**src/rtl/pkg_rolhas.sv**
```systemverilog
// Shared definitions for the cork buffer sequencer.
// State encoding, default capacities and counter width.
package pkg_rolhas;

  localparam int W          = 7;
  localparam int MAX_ROLHAS = 99;
  localparam int MIN_PRI    = 5;
  localparam int LOTE       = 20;

  typedef enum logic [1:0] {
    IDLE = 2'd0,
    LOAD = 2'd1,
    XFER = 2'd2,
    DONE = 2'd3
  } estado_e;

endpackage

```
**src/rtl/modulo_escalonador_rolhas_if.sv**
```systemverilog
// Operator load handshake: level request with quantity,
// answered by a one-cycle ack or error pulse.
interface modulo_escalonador_rolhas_if #(
  parameter int W = pkg_rolhas::W
) ();

  logic         op_req;
  logic [W-1:0] op_qty;
  logic         op_ack;
  logic         op_err;

  modport master (
    output op_req,
    output op_qty,
    input  op_ack,
    input  op_err
  );

  modport slave (
    input  op_req,
    input  op_qty,
    output op_ack,
    output op_err
  );

endinterface

```
**src/rtl/modulo_contador_rolhas_sat.sv**
```systemverilog
// Occupancy counter: inc, dec and parallel add in one cycle,
// never decrementing below zero.
module modulo_contador_rolhas_sat #(
  parameter int W = 7
) (
  input  logic         clk,
  input  logic         clr,
  input  logic         inc_i,
  input  logic         dec_i,
  input  logic [W-1:0] add_i,
  output logic [W-1:0] cnt_o
);

  logic [W-1:0] cnt_q;
  logic [W-1:0] cnt_d;
  logic [W+1:0] sum;

  always_comb begin
    sum = {2'b00, cnt_q} + {2'b00, add_i}
        + (W+2)'(inc_i);
    cnt_d = sum[W-1:0];
    if (dec_i && (sum != '0)) begin
      cnt_d = W'(sum - (W+2)'(1));
    end
  end

  always_ff @(posedge clk) begin
    if (!clr) begin
      cnt_q <= '0;
    end else begin
      cnt_q <= cnt_d;
    end
  end

  assign cnt_o = cnt_q;

endmodule

```
**src/rtl/modulo_escalonador_rolhas.sv**
```systemverilog
// Cork buffer sequencer: operator loads, secondary->principal refill
// and sealer consumption. ROLHAS_XFER_PARCIAL_EN enables partial refills.
module modulo_escalonador_rolhas
  import pkg_rolhas::*;
#(
  parameter int W          = pkg_rolhas::W,
  parameter int MAX_ROLHAS = pkg_rolhas::MAX_ROLHAS,
  parameter int MIN_PRI    = pkg_rolhas::MIN_PRI,
  parameter int LOTE       = pkg_rolhas::LOTE
) (
  input  logic                        clk,
  input  logic                        clr,
  input  logic                        ve_pulse,
  modulo_escalonador_rolhas_if.slave  op,
  output logic [W-1:0]                buf_sec,
  output logic [W-1:0]                buf_pri,
  output logic                        xfer_busy,
  output logic                        xfer_done,
  output logic                        ro,
  output logic [1:0]                  estado
);

  localparam logic [W-1:0] MAX_V  = W'(MAX_ROLHAS);
  localparam logic [W-1:0] MIN_V  = W'(MIN_PRI);
  localparam logic [W-1:0] LOTE_V = W'(LOTE);
  localparam logic [W-1:0] ONE_V  = W'(1);

  estado_e      estado_q;
  logic [W-1:0] rem_q;
  logic         ack_q;
  logic         err_q;
  logic         done_q;

  logic         cons;
  logic         move;
  logic         elig;
  logic         refill;
  logic [W:0]   sum_w;
  logic         load_ok;
  logic         acc;
  logic [W-1:0] add_sec;
  logic         fim;

  assign cons = ve_pulse && (buf_pri != '0);
  assign move = (estado_q == XFER);

`ifdef ROLHAS_XFER_PARCIAL_EN
  assign elig = (buf_sec != '0);
`else
  assign elig = (buf_sec >= LOTE_V);
`endif

  assign refill = (buf_pri < MIN_V) && elig;

  // Wide sum so an oversized offer cannot wrap into range
  assign sum_w   = {1'b0, buf_sec} + {1'b0, op.op_qty};
  assign load_ok = (op.op_qty != '0)
                && (sum_w <= {1'b0, MAX_V});
  assign acc     = (estado_q == LOAD)
                && op.op_req && load_ok;
  assign add_sec = acc ? op.op_qty : '0;

  // A move cancelled by consumption never fills the principal
  assign fim = (rem_q == ONE_V)
            || (buf_sec == ONE_V)
            || ((buf_pri + ONE_V == MAX_V) && !cons);

  always_ff @(posedge clk) begin
    if (!clr) begin
      estado_q <= IDLE;
      rem_q    <= '0;
      ack_q    <= 1'b0;
      err_q    <= 1'b0;
      done_q   <= 1'b0;
    end else begin
      ack_q  <= 1'b0;
      err_q  <= 1'b0;
      done_q <= 1'b0;
      unique case (estado_q)
        IDLE: begin
          if (refill) begin
            estado_q <= XFER;
            rem_q    <= LOTE_V;
          end else if (op.op_req) begin
            estado_q <= LOAD;
          end
        end
        LOAD: begin
          estado_q <= IDLE;
          ack_q    <= op.op_req && load_ok;
          err_q    <= op.op_req && !load_ok;
        end
        XFER: begin
          rem_q <= rem_q - ONE_V;
          if (fim) begin
            estado_q <= DONE;
            done_q   <= 1'b1;
          end
        end
        DONE: begin
          estado_q <= IDLE;
        end
        default: begin
          estado_q <= IDLE;
        end
      endcase
    end
  end

  modulo_contador_rolhas_sat #(
    .W (W)
  ) u_sec (
    .clk   (clk),
    .clr   (clr),
    .inc_i (1'b0),
    .dec_i (move),
    .add_i (add_sec),
    .cnt_o (buf_sec)
  );

  modulo_contador_rolhas_sat #(
    .W (W)
  ) u_pri (
    .clk   (clk),
    .clr   (clr),
    .inc_i (move),
    .dec_i (cons),
    .add_i ('0),
    .cnt_o (buf_pri)
  );

  assign op.op_ack = ack_q;
  assign op.op_err = err_q;
  assign xfer_busy = (estado_q == XFER);
  assign xfer_done = done_q;
  assign ro        = (buf_pri == '0);
  assign estado    = estado_q;

endmodule

```
**src/flat_wrapper.sv**
```systemverilog
// flat-port wrapper written by rule: the top's interface ports become plain ports
module modulo_escalonador_rolhas_flat import pkg_rolhas::*;
#(
  parameter int W          = pkg_rolhas::W,
  parameter int MAX_ROLHAS = pkg_rolhas::MAX_ROLHAS,
  parameter int MIN_PRI    = pkg_rolhas::MIN_PRI,
  parameter int LOTE       = pkg_rolhas::LOTE
)
  (clk, clr, ve_pulse, buf_sec, buf_pri, xfer_busy, xfer_done, ro, estado, op_op_req, op_op_qty, op_op_ack, op_op_err);
  modulo_escalonador_rolhas_if #(.W(W)) op_i ();
  input  logic clk;
  input  logic clr;
  input  logic ve_pulse;
  output logic [W-1:0] buf_sec;
  output logic [W-1:0] buf_pri;
  output logic xfer_busy;
  output logic xfer_done;
  output logic ro;
  output logic [1:0] estado;
  input wire logic [$bits(op_i.op_req)-1:0] op_op_req;
  input wire logic [$bits(op_i.op_qty)-1:0] op_op_qty;
  output wire logic [$bits(op_i.op_ack)-1:0] op_op_ack;
  output wire logic [$bits(op_i.op_err)-1:0] op_op_err;
  assign op_i.op_req = op_op_req;
  assign op_i.op_qty = op_op_qty;
  assign op_op_ack = op_i.op_ack;
  assign op_op_err = op_i.op_err;
  modulo_escalonador_rolhas #(.W(W), .MAX_ROLHAS(MAX_ROLHAS), .MIN_PRI(MIN_PRI), .LOTE(LOTE)) u_core (.clk(clk), .clr(clr), .ve_pulse(ve_pulse), .op(op_i), .buf_sec(buf_sec), .buf_pri(buf_pri), .xfer_busy(xfer_busy), .xfer_done(xfer_done), .ro(ro), .estado(estado));
endmodule
```
**config.mk**
```make
export PLATFORM = sky130hd
export DESIGN_NAME = modulo_escalonador_rolhas_flat
export DESIGN_NICKNAME = d
export VERILOG_FILES = /design/src/rtl/pkg_rolhas.sv /design/src/rtl/modulo_escalonador_rolhas_if.sv /design/src/rtl/modulo_contador_rolhas_sat.sv /design/src/rtl/modulo_escalonador_rolhas.sv /design/src/flat_wrapper.sv
export SDC_FILE = /design/constraint.sdc
export NUM_CORES = 1
export LEC_CHECK = 0
export ABC_CLOCK_PERIOD_IN_PS = 8250
export CORE_ASPECT_RATIO = 1.5
export CORE_UTILIZATION = 28
export CTS_CLUSTER_SIZE = 10
export DETAILED_ROUTE_END_ITERATION = 16
export PLACE_DENSITY = 0.54
export SYNTH_ARGS = -nofsm -noshare
export SYNTH_HDL_FRONTEND = slang
export SYNTH_HIERARCHICAL = 1
export SYNTH_SLANG_ARGS = --single-unit
```
**constraint.sdc**
```tcl
create_clock -name clk -period 8.25 [get_ports clk]
set_input_delay 0.825 -clock clk [delete_from_list [all_inputs] [get_ports clk]]
set_output_delay 0.825 -clock clk [all_outputs]
set_load 0.02 [all_outputs]
```
==> results.cfg, run 1 <==
[run_status]
status = finished, final reports clean

[synthesis]
syn_inst = 303
synth_common_cells = 34 x nand2_1, 26 x dfxtp_1, 23 x ha_1, 16 x nor2_1, 15 x a21oi_1
ys_types = 74
synth.area.top_cells = dfxtp_1 20%, ha_1 11%, mux2i_1 4.9%, nand2_1 4.8%, fa_1 3.8%
async_flop_share_pct = 0
yosysSeqAreaShare_pct = 19.8
yosysMostFrequentCell = nand2_1
yosysTopAreaCellShare_pct = 19.8
syn_area_sq_um = 2630
synth_edf_count = 0
yosysTopAreaCell = dfxtp_1
ys.flop_type = dfxtp_1
ys_warn_count = 6
synth.avg_cell_area_sq_um = 8.69
ys_seq_elements = 26

[floorplan]
fp.dieH_microns = 121
initial_core_util_pct = 28.6
rows = 43
core-area_sq_um = 9200
ios = 32
dieArea_sq_um = 9800
die_x_microns = 81.2

[critical_path]
end_kind = flop
crit_arrival_ns = 5.42
cp-start-kind = input port
critPathMaxFanout = 9
regToRegSetupSlack_ns = 3.55
critPathKind = in -> reg
required_ns = 8.38

[power]
p_int_mw = 0.425
p_per_area_nw_per_um2 = 239
ir_drop_mv = 0.124
power_leakage_nw = 1.33
seq_power_share_pct = 25.7
power.net_switching_mw = 0.329
pwr-share-comb_pct = 58.8
clkPwrFrac_pct = 15.5
swShare_pct = 43.6

[min_path]
hp-class = reg -> reg

[clock_tree]
cts_max_level = 1
cts_sinks = 26
cts_setup_buffers = 0
cts_hold_buf = 0
cts_made_buffers = 3
path_clk_slew_ns = 0.07
clock_latency_ns = 0.26
post_cts_resize_count = 0
cts_max_path_buffers = 2
cts_tree = done
root_buffer = clkbuf_16

[global_route]
grt_pass1_vias = 2326
grt_max_degree = 34
grt_pass1_wl_mm = 11.3
grt_antenna_before_repair = 0
grtUsageTotal_pct = 14.9
overflow = 0

[placed_design]
place_area_sq_um = 3060
place.gp.congestion = 0.896
io_buffers = 31
hpwl_mm = 5.36

[cells_and_area]
multi_input_area_sq_um = 2030
fin_area_sq_um = 3150
seq_area_sq_um = 520
drive_above_1_share_pct = 7.94
n_fill_cell = 963
fin_nets = 380
syn2layout_area_growth_pct = 19.7
diodes = 0

[timing]
fin_worst_skew_ns = 0.00512
worst_slew_pin_slew_ns = 0.552
fin_crit_ns = 5.28
setup_tns_ns = 0
max_freq_mhz = 189
finalSetupViolCount = 0
finalHoldViolations = 0
finalCritPeriodShare_pct = 64.1
rsz0062_at_grt = no
max-slew-margin-rel_pct = 63.2
slew_violations = 0

[drt]
wl_per_cell_microns = 14.9
drt_wl_total_mm = 6.73
ant_nets = 0
first_pass_iters = 4
vias = 2358
vias_per_cell = 5.22
drc = 0
drtIter0Drc = 82

[job]
cap_violations = 0
[sequential cells by signal, summed over array words and instances, names as in the netlist]
name	cells
u_core/op.op_ack	1
u_core/rem_q	7
u_core/xfer_done	1
u_core/op.op_err	1
u_core/estado	2
u_core/u_sec/cnt_o	7
u_core/u_pri/cnt_o	7
[metrics by stage]
stage / utilization [%] / hold WS [ns] / power (mW) / setup slack (ns) / std cells
6_report: 34.2 / 0.526 / 0.754 / 2.97 / 452
5_1_grt: 34.2 / 0.563 / 0.821 / 2.53 / 452
4_1_cts: 34.2 / 0.529 / 0.760 / 2.98 / 452
3_5_place_dp: 33.3 / 0.508 / 0.638 / 2.71 / 448
3_3_place_gp: 33.3 / 0.491 / 0.632 / 2.86 / 448
2_1_floorplan: - / 0.476 / 0.522 / 3.62 / 311
[critical path, cell delays in order]
cell and delay (ns):
clkdlybuf4s50_1 0.50, ha_1 0.18, inv_1 0.05, fa_1 0.40, nor2b_1 0.19, o311a_1 0.18
a311oi_2 0.06, a2111oi_4 0.46, nor3_1 0.16, fa_1 0.46, fa_1 0.46, inv_1 0.09
ha_1 0.21, nor3b_1 0.31, o2111ai_1 0.16, mux2i_1 0.31, a21boi_0 0.25, mux2i_1 0.17
[final timing paths]
| check | startpoint | cells after the start | to |
|---|---|---|---|
| setup / recovery | op_op_qty[0] | 18 | u_core/u_sec/cnt_o[0]$_SDFF_PN0_ |
| setup reg to reg | u_core/u_sec/cnt_o[0]$_SDFF_PN0_ | 17 | u_core/u_sec/cnt_o[0]$_SDFF_PN0_ |
| hold reg to reg | u_core/rem_q[6]$_SDFFE_PN0P_ | 2 | u_core/rem_q[6]$_SDFFE_PN0P_ |
| hold / removal | u_core/rem_q[6]$_SDFFE_PN0P_ | 2 | u_core/rem_q[6]$_SDFFE_PN0P_ |
[layer usage]
layer	GRT usage [%]	up-vias	part of all wire [%]
li1	-	1211	-
met4	5.47	0	2.1
met5	0	-	0
met3	1.81	10	2.4
met2	27.5	38	53
met1	16.9	1099	42
[area by class of cell]
| cell class | instances | share of cell area [%] |
|---|---|---|
| multi-input cells | 264 | 64.3 |
| clock buffers | 4 | 2.82 |
| inverters | 13 | 1.55 |
| flip-flops and latches | 26 | 16.5 |
| well taps | 112 | 4.45 |
| repair buffers | 33 | 10.3 |
[layout by cell type (no fill, tap or decap), types with 4 or more instances in the layout]
cell type and count:
nand2_1 34, clkdlybuf4s50_1 31, dfxtp_1 26, ha_1 23, nor2_1 16, a21oi_1 15, mux2i_1 13, inv_1 12
nor3_1 12, nand2b_1 9, conb_1 9, xnor2_1 8, nand3b_1 7, o21ai_0 7, a211oi_1 6, a21o_1 5
o211a_1 5, fa_1 5, o21a_1 4, nand3_1 4, nand4_1 4, or3_1 4
[logic make-up after synthesis]
group | after synthesis | share of synthesized area (%)
AOI/OAI and AO/OA | 82 | 26.5
xor gates and xnor gates | 11 | 3.66
adders and majority gates | 28 | 14.7
buffers and inverters | 21 | 4.37
DFF | 26 | 19.8
muxes | 13 | 4.94
other | 1 | 0.142
and+or+nand+nor | 121 | 25.9
[power groups by stage]
stage                     logic [mW]  registers (mW)  clock network [mW]
after floorplan                0.314           0.208                   0
after global placement         0.434           0.198                   0
after detailed placement       0.439           0.198                   0
after CTS                      0.442           0.196               0.122
after global routing           0.495           0.199               0.127
final                          0.443           0.194               0.117
Note: power is estimated with default switching activity, not from simulation.
==> run 2, diff against run 1 <==
ABC_CLOCK_PERIOD_IN_PS = 4400   (was 8250)
PLACE_DENSITY = 0.55   (was 0.54)
clock period = 4.4 ns   (was 8.25 ns; I/O delays follow)
==> results.cfg, run 2 (synthesis gave the netlist of run 1 again) <==
[critical_path]
critPathMaxFanout = 5
crit_buf_inv = 2
cp-start-kind = input port
crit_arrival_ns = 4.51
end_kind = flop
cpMostUsedCell = fa_2
cp_slowest_cell = fa_2
required_ns = 4.59
cpPeakStageDelay_ns = 0.44
regToRegSetupSlack_ns = 0.24
critPathKind = in -> reg
startpoint = op_op_qty[3]
cp_cell_sequence = clkdlybuf4s50_1 > ha_1 > a21oi_2 > o21bai_1 > o21a_1 > a2111oi_4 > nor3_2 > fa_2 > fa_2 > a21o_2 > a211o_2 > and2_2 > buf_4 > or3_1 > a21boi_1
critical-path-top-delay-family = compound AO/OA/AOI/OAI gates
r2r_end = u_core/u_sec/cnt_o[4]$_SDFF_PN0_
r2r_start = u_core/u_sec/cnt_o[0]$_SDFF_PN0_
rr_worst_depth = 16

[run_status]
status = finished, final reports clean

[clock_tree]
root_buffer = clkbuf_16
cts_hold_buf = 0
path_clk_slew_ns = 0.06
cts_max_level = 1
cts_sinks = 26
cts_made_buffers = 3
clock_latency_ns = 0.26
cts_tree = done
cts_max_path_buffers = 2

[global_route]
grt_pass1_vias = 2623
overflow = 0
grtUsageTotal_pct = 15.3
grt_antenna_before_repair = 0
grt_pass1_wl_mm = 11.6
grt_max_degree = 34

[timing]
fin_crit_ns = 4.32
max_freq_mhz = 231
finalHoldViolations = 0
finalCritPeriodShare_pct = 98.2
slew_violations = 0
rsz0062_at_grt = yes
fin_worst_skew_ns = 0.00151
finalSetupViolCount = 0

[cells_and_area]
seq_area_sq_um = 520
n_fill_cell = 905
final_common_cell = buf_4
multi_input_area_sq_um = 2110
fin_nets = 426
fin_area_sq_um = 3570
diodes = 0
drive_above_1_share_pct = 22.1
final_cell_mix = 48 x buf_4, 34 x nand2_1, 28 x clkdlybuf4s50_1
instances_no_fill = 497
syn2layout_area_growth_pct = 35.7
final_util_pct = 38.8

[power]
clkPwrFrac_pct = 13.4
power.net_switching_mw = 0.648
pwr-share-comb_pct = 62.6
swShare_pct = 43.5
power_leakage_nw = 1.58
seq_power_share_pct = 24.0
p_per_area_nw_per_um2 = 417
p_int_mw = 0.844
ir_drop_mv = 0.347
total_power_mw = 1.49

[placed_design]
io_buffers = 31
numPlacedInstances = 493
hpwl_mm = 5.70
place.gp.congestion = 0.844
place_area_sq_um = 3400

[floorplan]
rows = 43
initial_core_util_pct = 28.6
ios = 32
dieArea_sq_um = 9800
core-area_sq_um = 9200
fp.dieH_microns = 121
die_x_microns = 81.2

[min_path]
hp-class = reg -> reg
min_to = u_core/rem_q[5]$_SDFFE_PN0P_
min_path_cells = 2
min_from = u_core/rem_q[5]$_SDFFE_PN0P_

[drt]
first_pass_iters = 4
vias = 2580
drtIter0Drc = 52
wl_per_cell_microns = 14.4
drt_wl_total_mm = 7.17
ant_nets = 0
drc = 0
vias_per_cell = 5.19

[job]
cap_violations = 0
run 2: cell types whose count changed in the layout (fill, tap and decap cells not counted), moves of 3 or more:
cell,before,now
buf_4,2,48
ha_1,23,20
dlymetal6s2s_1,0,3
fa_1,5,2
fa_2,0,3
clkdlybuf4s50_1,31,28
run 2: timing repair:
action,4_1_cts,5_1_grt
buffers inserted,0,1
setup endpoints to repair,6,7
pin swaps,3,9
gates resized for setup,9,12
run 2: how the worst max path moves through the flow:
| stage | end | slack (ns) | depth (start not counted) |
|---|---|---|---|
| after floorplan | u_core/u_sec/cnt_o[6]$_SDFF_PN0_ | 0.06 | 15 |
| after global placement | u_core/u_sec/cnt_o[5]$_SDFF_PN0_ | -0.29 | 18 |
| after detailed placement | u_core/u_sec/cnt_o[0]$_SDFF_PN0_ | -0.43 | 18 |
| after CTS | u_core/u_sec/cnt_o[5]$_SDFF_PN0_ | 0.005 | 18 |
| after global routing | u_core/u_sec/cnt_o[5]$_SDFF_PN0_ | -0.07 | 16 |
| final | u_core/u_sec/cnt_o[4]$_SDFF_PN0_ | 0.08 | 15 |
run 2: power by group through the flow:
stage               Clock (mW)  Sequential [mW]  Combinational [mW]
detailed placement           0            0.363               0.894
global route             0.220            0.365                1.03
CTS                      0.209            0.358               0.910
floorplan                    0            0.390               0.590
global placement             0            0.363               0.883
finish                   0.200            0.358               0.934
run 2: worst register-to-register path, delay by kind of cell, from the launching register on:
kind	cells	cell delay, ns
buffers and inverters	2	0.21
AO/OA/AOI/OAI	6	1.22
adder cells (fa/ha/maj)	4	1.45
AND/OR/NAND/NOR	4	0.86
flip-flops	1	0.37
run 2: metrics by stage:
step                      worst slack, ns  setup TNS, ns  hold WS [ns]
after global routing              -0.0731         -0.229         0.578
final                              0.0802              0         0.530
after CTS                         0.00493              0         0.540
after global placement             -0.294          -1.64         0.495
after floorplan                    0.0554              0         0.476
after detailed placement           -0.434          -2.56         0.508
run 2: layout make-up:
cell class	count	share of cell area, %
Clock buffer	3	2.10
Inverter	13	1.37
Multi-Input combinational cell	264	59.1
Sequential cell	26	14.6
Tap cell	112	3.92
Timing Repair Buffer	79	19.0
run 2: per-layer routing:
layer	track usage, %	up-vias	share of wire, %
met2	28.1	52	53
met5	0	-	0
met3	2.11	13	2.7
met1	16.5	1225	41
li1	-	1290	-
met4	7.25	0	3.2
==> run 3, diff against run 2 <==
CORE_UTILIZATION = 51   (was 28)
PLACE_DENSITY = 0.85   (was 0.55)
==> results.cfg, run 3 (synthesis gave the netlist of run 1 again) <==
[cells_and_area]
seq_area_sq_um = 520
final_cell_mix = 42 x buf_4, 34 x nand2_1, 28 x clkdlybuf4s50_1
drive_above_1_share_pct = 21.6
n_fill_cell = 386
final_common_cell = buf_4
syn2layout_area_growth_pct = 31.3
diodes = 0
multi_input_area_sq_um = 2130
fin_nets = 420

[drt]
wl_per_cell_microns = 16.2
first_pass_iters = 5
ant_nets = 0
drc = 0
vias_per_cell = 6.03
drtIter0Drc = 99
vias = 2684
drt_wl_total_mm = 7.21

[timing]
fin_ws_ns = 0.115
setup_tns_ns = 0
max_freq_mhz = 233
finalHoldViolations = 0
finalSetupViolCount = 0
finalCritPeriodShare_pct = 97.4
worst_slew_pin_slew_ns = 0.571
fin_worst_skew_ns = 0.00223
fin_crit_ns = 4.29
max-slew-margin-rel_pct = 61.8
timing.hold.ws_ns = 0.551
slew_violations = 0

[clock_tree]
cts_hold_buf = 0
cts_made_buffers = 3
clock_latency_ns = 0.26
path_clk_slew_ns = 0.08
cts_max_level = 1
cts_max_path_buffers = 2
cts_sinks = 26
cts_tree = done
root_buffer = clkbuf_8

[run_status]
status = finished, final reports clean

[global_route]
grt_max_degree = 34
grtUsageTotal_pct = 26.5
grt_pass1_wl_mm = 11.4
overflow = 0
grt_antenna_before_repair = 0
grt_pass1_vias = 2619

[min_path]
min_path_cells = 2
hp-class = reg -> reg

[critical_path]
crit_arrival_ns = 4.48
cpPeakStageDelay_ns = 0.54
critPathMaxFanout = 5
required_ns = 4.60
cp_slowest_cell = fa_2
critical-path-top-delay-family = adder cells
critical_path_cell_count = 16
critPathKind = in -> reg
rr_worst_depth = 17
crit_buf_inv = 2
cp_cell_sequence = clkdlybuf4s50_1 > ha_4 > or2b_1 > a21oi_1 > a211oi_2 > a2111oi_4 > nor3_2 > fa_2 > fa_2 > inv_1 > ha_1 > nor3b_4 > nand3b_1 > mux2i_4 > a2111oi_4 > mux2i_1
cp-start-kind = input port
end_kind = flop

[power]
p_per_area_nw_per_um2 = 417
ir_drop_mv = 0.187
total_power_mw = 1.44
power_leakage_nw = 1.52

[placed_design]
pre_cts_slack_ns = -0.494
place.gp.congestion = 0.889
io_buffers = 31
hpwl_mm = 5.45

[floorplan]
die_x_microns = 60.7
rows = 31
fp.dieH_microns = 90.0
ios = 32
initial_core_util_pct = 53.9
dieArea_sq_um = 5460
core-area_sq_um = 4890

[job]
cap_violations = 0
run 3: worst paths after layout:
path | from | endpoint | slack [ns]
max | op_op_qty[3] | u_core/u_sec/cnt_o[5]$_SDFF_PN0_ | 0.11
min | u_core/rem_q[6]$_SDFFE_PN0P_ | u_core/rem_q[6]$_SDFFE_PN0P_ | 0.55
max reg2reg | u_core/u_sec/cnt_o[0]$_SDFF_PN0_ | u_core/u_sec/cnt_o[5]$_SDFF_PN0_ | 0.36
min reg2reg | u_core/rem_q[6]$_SDFFE_PN0P_ | u_core/rem_q[6]$_SDFFE_PN0P_ | 0.55
run 3: per-layer routing:
metal	track usage, %	up-vias	routed length (microns)
li1	-	1282	-
met1	28.0	1266	2700
met2	48.4	98	3850
met3	3.74	38	306
met4	12.5	0	364
met5	0	-	0
run 3: through the flow:
step	utilization [%]	instance area, sq um	instances
floorplan	-	2660	311
global placement	67.5	3300	441
detailed placement	67.5	3300	441
CTS	68.9	3370	444
global route	70.7	3460	445
finish	70.7	3460	445
run 3: layout make-up:
type | instances | share of cell area (%)
sequential | 26 | 15.1
tap | 66 | 2.39
clock buffer | 3 | 1.19
inverter | 13 | 1.41
timing repair buffer | 73 | 18.2
multi-input combinational | 264 | 61.7
run 3: what timing repair did:
item,4_1_cts,5_1_grt
resized for setup,11,13
buffers inserted,0,1
setup endpoints to repair,7,7
pin swaps,3,4
run 3: worst reg2reg max path, stage by stage (launching register included):
cell and delay [ns]:
dfxtp_1 0.35, ha_2 0.18, inv_1 0.06, fa_2 0.37, nor2b_2 0.16, o311a_1 0.19, a311oi_2 0.06, a2111oi_4 0.26
nor3_2 0.09, fa_2 0.38, fa_2 0.54, inv_1 0.06, ha_1 0.24, nor3b_4 0.17, nand3b_1 0.15, mux2i_4 0.12
a2111oi_4 0.40, mux2i_1 0.21
run 3: where the power goes:
part / internal [mW] / switching (mW) / total, mW
logic: 0.442 / 0.515 / 0.957
registers: 0.283 / 0.0736 / 0.356
clock network: 0.0611 / 0.0683 / 0.129
